## src/rtl/iterative_divider_if.sv

```systemverilog
// Request/response bundle for the iterative divider, plus the operation-code type it shares
// with its requesters.
package iterative_divider_pkg;
  typedef enum logic [2:0] {
    MULDIV_MUL    = 3'd0,
    MULDIV_MULH   = 3'd1,
    MULDIV_MULHSU = 3'd2,
    MULDIV_MULHU  = 3'd3,
    MULDIV_DIV    = 3'd4,
    MULDIV_DIVU   = 3'd5,
    MULDIV_REM    = 3'd6,
    MULDIV_REMU   = 3'd7
  } MulDivCode;
endpackage

interface iterative_divider_if #(parameter int DATA_WIDTH = 32);
  logic                            flush;
  logic                            reqValid;
  logic                            reqReady;
  iterative_divider_pkg::MulDivCode mulDivCode;
  logic [DATA_WIDTH-1:0]           op1;
  logic [DATA_WIDTH-1:0]           op2;
  logic                            respValid;
  logic                            respReady;
  logic [DATA_WIDTH-1:0]           result;
  logic                            busy;

  modport master (
    output flush, reqValid, mulDivCode, op1, op2, respReady,
    input  reqReady, respValid, result, busy
  );

  modport slave (
    input  flush, reqValid, mulDivCode, op1, op2, respReady,
    output reqReady, respValid, result, busy
  );
endinterface

```

## src/rtl/iterative_divider.sv

```systemverilog
// Restoring divider (DIV/DIVU/REM/REMU), one quotient bit per cycle.
// Define DIVIDER_EARLY_OUT_EN to let divide-by-zero and signed overflow skip the iteration phase.
module iterative_divider
  import iterative_divider_pkg::*;
#(
  parameter int DATA_WIDTH = 32
) (
  input logic              clk,
  input logic              rst,
  iterative_divider_if.slave bus
);
  localparam int CNT_W = $clog2(DATA_WIDTH);
  localparam logic [DATA_WIDTH-1:0] MIN_NEG = {1'b1, {(DATA_WIDTH-1){1'b0}}};

  typedef enum logic [1:0] {IDLE, CALC, DONE} state_t;

  state_t                r_state, w_state_nxt;
  logic [CNT_W-1:0]      r_cnt;
  MulDivCode             r_code;
  logic                  r_neg_q, r_neg_r, r_special;
  logic [DATA_WIDTH-1:0] r_quot, r_divisor, r_rem, r_spec_val, r_result;

  function automatic logic [DATA_WIDTH-1:0] f_abs(input logic signed [DATA_WIDTH-1:0] v,
                                                   input logic is_signed);
    return (is_signed && v < 0) ? DATA_WIDTH'(-v) : DATA_WIDTH'(v);
  endfunction

  function automatic logic [DATA_WIDTH-1:0] f_apply_sign(input logic [DATA_WIDTH-1:0] mag,
                                                          input logic neg);
    return neg ? DATA_WIDTH'(-mag) : mag;
  endfunction

  logic w_accept, w_is_div, w_is_signed, w_legal, w_div0, w_ovf, w_special;
  logic [DATA_WIDTH-1:0] w_spec_val;
  logic signed [DATA_WIDTH-1:0] w_op1_s, w_op2_s;

  assign w_op1_s     = bus.op1;
  assign w_op2_s     = bus.op2;
  assign w_accept    = bus.reqValid && (r_state == IDLE) && !bus.flush;
  assign w_is_div    = (bus.mulDivCode == MULDIV_DIV) || (bus.mulDivCode == MULDIV_DIVU);
  assign w_is_signed = (bus.mulDivCode == MULDIV_DIV) || (bus.mulDivCode == MULDIV_REM);
  assign w_legal     = bus.mulDivCode inside {MULDIV_DIV, MULDIV_DIVU, MULDIV_REM, MULDIV_REMU};
  assign w_div0      = (bus.op2 == '0);
  assign w_ovf       = w_is_signed && (bus.op1 == MIN_NEG) && (bus.op2 == '1);
  assign w_special   = w_legal && (w_div0 || w_ovf);
  assign w_spec_val  = w_div0 ? (w_is_div ? '1 : bus.op1) : (w_is_div ? MIN_NEG : '0);

  // One restoring step: the shifted partial remainder needs one extra bit before the trial subtract.
  logic [DATA_WIDTH:0]   w_rem_sh, w_diff;
  logic                  w_q_bit, w_last, w_r_is_div, w_r_legal;
  logic [DATA_WIDTH-1:0] w_rem_nxt, w_quot_nxt, w_final;

  assign w_rem_sh   = {r_rem, r_quot[DATA_WIDTH-1]};
  assign w_diff     = w_rem_sh - {1'b0, r_divisor};
  assign w_q_bit    = ~w_diff[DATA_WIDTH];
  assign w_rem_nxt  = w_q_bit ? w_diff[DATA_WIDTH-1:0] : w_rem_sh[DATA_WIDTH-1:0];
  assign w_quot_nxt = {r_quot[DATA_WIDTH-2:0], w_q_bit};
  assign w_last     = (r_state == CALC) && (r_cnt == '1);
  assign w_r_is_div = (r_code == MULDIV_DIV) || (r_code == MULDIV_DIVU);
  assign w_r_legal  = r_code inside {MULDIV_DIV, MULDIV_DIVU, MULDIV_REM, MULDIV_REMU};
  assign w_final    = !w_r_legal ? '0 :
                      r_special  ? r_spec_val :
                      w_r_is_div ? f_apply_sign(w_quot_nxt, r_neg_q) :
                                   f_apply_sign(w_rem_nxt, r_neg_r);

  always_ff @(posedge clk) begin
    if (rst) r_state <= IDLE;
    else     r_state <= w_state_nxt;
  end

  always_comb begin
    w_state_nxt   = r_state;
    bus.reqReady  = 1'b0;
    bus.respValid = 1'b0;
    bus.result    = '0;
    bus.busy      = (r_state != IDLE);
    case (r_state)
      IDLE: begin
        bus.reqReady = 1'b1;
        if (w_accept) begin
`ifdef DIVIDER_EARLY_OUT_EN
          w_state_nxt = w_special ? DONE : CALC;
`else
          w_state_nxt = CALC;
`endif
        end
      end
      CALC: if (r_cnt == '1) w_state_nxt = DONE;
      DONE: begin
        bus.respValid = 1'b1;
        bus.result    = r_result;
        if (bus.respReady) w_state_nxt = IDLE;
      end
      default: w_state_nxt = IDLE;
    endcase
    if (bus.flush) w_state_nxt = IDLE;
  end

  // Accept latches magnitudes and sign flags; CALC shifts one quotient bit per cycle.
  always_ff @(posedge clk) begin
    if (rst) begin
      r_cnt      <= '0;
      r_code     <= MULDIV_MUL;
      r_neg_q    <= 1'b0;
      r_neg_r    <= 1'b0;
      r_special  <= 1'b0;
      r_quot     <= '0;
      r_divisor  <= '0;
      r_rem      <= '0;
      r_spec_val <= '0;
      r_result   <= '0;
    end else if (w_accept) begin
      r_cnt      <= '0;
      r_code     <= bus.mulDivCode;
      r_neg_q    <= w_is_signed && (bus.op1[DATA_WIDTH-1] ^ bus.op2[DATA_WIDTH-1]);
      r_neg_r    <= w_is_signed && bus.op1[DATA_WIDTH-1];
      r_special  <= w_special;
      r_quot     <= f_abs(w_op1_s, w_is_signed);
      r_divisor  <= f_abs(w_op2_s, w_is_signed);
      r_rem      <= '0;
      r_spec_val <= w_spec_val;
      r_result   <= w_spec_val;
    end else if (r_state == CALC) begin
      r_cnt  <= r_cnt + 1'b1;
      r_rem  <= w_rem_nxt;
      r_quot <= w_quot_nxt;
      if (w_last) r_result <= w_final;
    end
  end
endmodule

```

## src/flat_wrapper.sv

```systemverilog
// flat-port wrapper written by rule: the top's interface ports become plain ports
module iterative_divider_flat import iterative_divider_pkg::*;
#(
  parameter int DATA_WIDTH = 32
)
  (clk, rst, bus_flush, bus_reqValid, bus_mulDivCode, bus_op1, bus_op2, bus_respReady, bus_reqReady, bus_respValid, bus_result, bus_busy);
  iterative_divider_if #(.DATA_WIDTH(DATA_WIDTH)) bus_i ();
  input logic clk;
  input logic rst;
  input wire logic [$bits(bus_i.flush)-1:0] bus_flush;
  input wire logic [$bits(bus_i.reqValid)-1:0] bus_reqValid;
  input wire logic [$bits(bus_i.mulDivCode)-1:0] bus_mulDivCode;
  input wire logic [$bits(bus_i.op1)-1:0] bus_op1;
  input wire logic [$bits(bus_i.op2)-1:0] bus_op2;
  input wire logic [$bits(bus_i.respReady)-1:0] bus_respReady;
  output wire logic [$bits(bus_i.reqReady)-1:0] bus_reqReady;
  output wire logic [$bits(bus_i.respValid)-1:0] bus_respValid;
  output wire logic [$bits(bus_i.result)-1:0] bus_result;
  output wire logic [$bits(bus_i.busy)-1:0] bus_busy;
  assign bus_i.flush = bus_flush;
  assign bus_i.reqValid = bus_reqValid;
  assign bus_i.mulDivCode = bus_mulDivCode;
  assign bus_i.op1 = bus_op1;
  assign bus_i.op2 = bus_op2;
  assign bus_i.respReady = bus_respReady;
  assign bus_reqReady = bus_i.reqReady;
  assign bus_respValid = bus_i.respValid;
  assign bus_result = bus_i.result;
  assign bus_busy = bus_i.busy;
  iterative_divider #(.DATA_WIDTH(DATA_WIDTH)) u_core (.clk(clk), .rst(rst), .bus(bus_i));
endmodule
```

## config.mk

```make
export PLATFORM = sky130hd
export DESIGN_NAME = iterative_divider_flat
export DESIGN_NICKNAME = d
export VERILOG_FILES = /design/src/rtl/iterative_divider_if.sv /design/src/rtl/iterative_divider.sv /design/src/flat_wrapper.sv
export SDC_FILE = /design/constraint.sdc
export NUM_CORES = 1
export LEC_CHECK = 0
export ABC_AREA = 1
export CAP_MARGIN = 20
export CORE_MARGIN = 2
export CORE_UTILIZATION = 54
export DETAILED_ROUTE_END_ITERATION = 10
export PLACE_DENSITY = 0.8
export SLEW_MARGIN = 0
export SYNTH_ARGS = -nofsm -noshare
export SYNTH_HDL_FRONTEND = slang
export SYNTH_SLANG_ARGS = --single-unit
```

## constraint.sdc

```tcl
create_clock -name clk -period 4.15 [get_ports clk]
set_input_delay 0.83 -clock clk [delete_from_list [all_inputs] [get_ports clk]]
set_output_delay 0.83 -clock clk [all_outputs]
set_load 0.005 [all_outputs]
```

==> impl_metrics.toml, run 1 <==
[finish]
num_antenna_cells = 0
synthToLayoutAreaGrowth_pct = 16.7
num-fill-cells = 2372
final_cells = 2777
fin_nets = 2548
drive_gt1_share_pct = 8.83

[cts]
clock-root-buffer = "clkbuf_16"
cts_buffers = 17
clock-sinks = 172
clkSlewWorstSetupHoldPaths_ns = 0.08
htree_num_levels = 4
clockBufferDepth = 2
cts_tree = "built"
clock_latency_ns = 0.44
cts_hold_buf = 0

[yosys]
synth_top_cell_area_share_pct = 24.9
ys_seq_area_share_pct = 24.9
synth_edf_count = 0
ys_ff_latch = 172
synthCells = 2338
netlist_area_mm2 = 0.0138
yosysMostFrequentCell = "nand2_1"
synthTopCellsByArea = "dfxtp_1, nand2_1, inv_1"
ys_async_sr_fraction_pct = 0
synthFlopType = "dfxtp_1"
syn_nets = 2450
yosys-top-cells-count = "nand2_1, inv_1, nor2_1, o21ai_0, a21oi_1"
synth_warnings = 0
yosysTopAreaCell = "dfxtp_1"
syn_avg_cell_area_um2 = 5.92
ys_types = 56

[sta]
max-slew-margin-rel_pct = 31.2
min_period_over_period_pct = 95.7
fin_skew_ns = 0.0144
slew_viol_final = 0
timing.final.crit_period_ns = 3.97
fin_ws_ns = 0.180
worst_pin_slew_ns = 1.03
fmax_ghz = 0.252
setup_viol_count_final = 0
final_hold_viol_count = 0

[power_and_ir_drop]
power.density_mw_per_mm2 = 364
leakagePower_nw = 7.59
swShare_pct = 42.9
power.switching_mw = 2.52
pwr-share-comb_pct = 43.3
internal_power_mw = 3.35
p_clk_share_pct = 26.5
peakVddDrop_mv = 0.226
power_frac_seq_pct = 30.2

[placement]
place_inst = 2740
dp_hpwl_um = 35500
place_congestion = 1.02
port_buffers = 106
place_ws_ns = -0.0218

[worst_setup_path]
cp_slowest_cell = "fa_2"
end_kind = "flop"
cp.depth = 29
worstSetupPathType = "reg2reg"
crit_fanout = 3
r2r-start = "u_core.r_quot[31]$_SDFFE_PP0P_"
required_ns = 4.47
reg2reg_to = "u_core.r_result[26]$_SDFFE_PP0P_"
startpoint = "u_core.r_quot[31]$_SDFFE_PP0P_"
cp_data_arrival_time_ns = 4.29
r2r_slack_ns = 0.18
critPathLaunchType = "flop"
path_delay_family = "simple AND/OR/NAND/NOR gates"
crit_path_end = "u_core.r_result[26]$_SDFFE_PP0P_"
crit_top_cell = "nand2_1"
crit_buf_inv = 4
critical-path-max-stage-delay_ns = 0.34
reg2reg_depth = 29

[outcome]
run_status = "finished clean"

[detailed_routing]
post-route-drc-count = 0
ant_nets = 0
vias_per_cell = 5.78
num_vias = 16044
wl_um = 47100
drt_iter0_drc = 1750
wl_per_cell_um = 17.0
first_pass_iters = 7

[global_routing]
grt_use_total_pct = 34.4
grt-ovfl-total = 0
first_global_vias = 14351
grt_max_degree = 79
antenna_found_initial = 0
grt_pass1_wl_um = 73400

[floorplanning]
die_area_mm2 = 0.0269
dieHeight_um = 164
fp.dieW_um = 164
initial_utilization_pct = 55.0
core.rowCount = 58
coreArea_mm2 = 0.0252
pin_count = 107

[job]
maxCapViolations = 0

[worst_hold_path]
hold_path_class = "reg2reg"
## worst min path at each step
| stage | from | end | slack, ns | cells past startpoint |
|---|---|---|---|---|
| floorplan | u_core.r_divisor[2]$_SDFFE_PP0P_ | u_core.r_divisor[2]$_SDFFE_PP0P_ | 0.42 | 2 |
| global placement | u_core.r_divisor[2]$_SDFFE_PP0P_ | u_core.r_divisor[2]$_SDFFE_PP0P_ | 0.43 | 2 |
| detailed placement | u_core.r_spec_val[1]$_SDFFE_PP0P_ | u_core.r_spec_val[1]$_SDFFE_PP0P_ | 0.44 | 2 |
| CTS | u_core.r_spec_val[1]$_SDFFE_PP0P_ | u_core.r_spec_val[1]$_SDFFE_PP0P_ | 0.46 | 2 |
| global route | u_core.r_spec_val[3]$_SDFFE_PP0P_ | u_core.r_spec_val[3]$_SDFFE_PP0P_ | 0.47 | 2 |
| finish | u_core.r_spec_val[1]$_SDFFE_PP0P_ | u_core.r_spec_val[1]$_SDFFE_PP0P_ | 0.46 | 2 |
## sequential cells by signal, summed over array words and instances, names as in the netlist
signal,count
u_core.r_divisor,32
u_core.r_quot,32
u_core.r_rem,32
u_core.r_result,32
u_core.r_spec_val,32
u_core.r_cnt,5
u_core.r_code,2
u_core.r_state,2
u_core.r_neg_q,1
u_core.r_neg_r,1
u_core.r_special,1
## worst reg2reg max path, delay by kind of cell, from the launching register on
family	cells	cell delay [ns]
and+or+nand+nor	18	1.99
AOI/OAI and AO/OA	3	0.32
xor gates and xnor gates	1	0.14
DFF	1	0.31
adders and majority gates	3	0.68
buffers and inverters	4	0.46
## power by group through the flow
stage	clock (mW)	sequential, mW	combinational (mW)
floorplan	0	1.79	1.71
global placement	0	1.81	2.36
detailed placement	0	1.81	2.39
CTS	1.55	1.77	2.41
global route	1.63	1.78	2.79
finish	1.56	1.77	2.54
## logic make-up (layout without fill, tap and decap cells)
| kind of cell | count (synthesis) | count (layout) | share of synthesized area, % |
|---|---|---|---|
| flops | 172 | 172 | 24.9 |
| buf+inv | 493 | 602 | 13.9 |
| simple gates | 1059 | 1059 | 33.2 |
| compound gates | 541 | 541 | 22.3 |
| xor+xnor | 33 | 33 | 2.09 |
| fa+ha+maj | 40 | 40 | 3.67 |
## placed cells by master (no fill, tap or decap), drive strengths merged, types with 5 or more instances in the layout
| cell type | n |
|---|---|
| nor3 | 51 |
| a31oi | 15 |
| buf | 68 |
| nand4 | 30 |
| o211ai | 22 |
| o21ai | 221 |
| xor2 | 24 |
| a32o | 12 |
| xnor2 | 9 |
| ha | 39 |
| o32ai | 8 |
| clkbuf | 18 |
| clkdlybuf4s50 | 106 |
| o22ai | 63 |
| nor4 | 7 |
| inv | 401 |
| o21bai | 8 |
| nand3b | 8 |
| clkinv | 5 |
| nand3 | 120 |
| or2 | 8 |
| nor2 | 225 |
| nand2 | 599 |
| a21oi | 179 |
| dfxtp | 172 |
| and3 | 7 |
## metrics by stage
stage / instance area, µm² / setup TNS, ns / power [mW] / util, % / hold slack (ns)
final: 16200 / 0 / 5.88 / 64.2 / 0.461
after global routing: 16200 / -0.282 / 6.20 / 64.2 / 0.471
after CTS: 15900 / 0 / 5.73 / 63.2 / 0.462
after detailed placement: 15400 / -0.0218 / 4.19 / 61.0 / 0.443
after global placement: 15400 / 0 / 4.16 / 61.0 / 0.434
after floorplan: 13800 / 0 / 3.50 / - / 0.418
## timing repair
| item | in CTS | in global routing |
|---|---|---|
| setup buffers | 0 | 7 |
| endpoints found under the setup margin | 0 | 13 |
| gates resized for setup | 0 | 37 |
| endpoints found under the hold margin | 0 | 0 |
## final cells by class
type | count | area (µm²) | area share (%)
Multi-Input combinational cell | 1673 | 8660 | 53.6
Sequential cell | 172 | 3440 | 21.3
Timing Repair Buffer | 174 | 1600 | 9.87
Inverter | 398 | 1490 | 9.25
Clock buffer | 18 | 439 | 2.72
Tap cell | 330 | 413 | 2.56
Clock inverter | 12 | 108 | 0.666
## metal layers
metal | track usage (%) | vias to the layer above | routed length, µm
li1 | - | 7786 | -
met1 | 46.1 | 7298 | 19800
met2 | 54.9 | 846 | 21300
met3 | 6.16 | 114 | 4430
met4 | 13.0 | 0 | 1550
met5 | 0 | - | 0
No activity file was read; power rests on OpenSTA's default activity.
==> inputs of run 2 (changes only) <==
--- a/config.mk
+++ b/config.mk
@@ -6,7 +6,6 @@
 export NUM_CORES = 1
 export LEC_CHECK = 0
 export ABC_AREA = 1
-export CAP_MARGIN = 20
 export CORE_MARGIN = 2
 export CORE_UTILIZATION = 54
 export DETAILED_ROUTE_END_ITERATION = 10
==> results of run 2 <==
No change in the layout: final DEF, timing and power equal those of run 1.
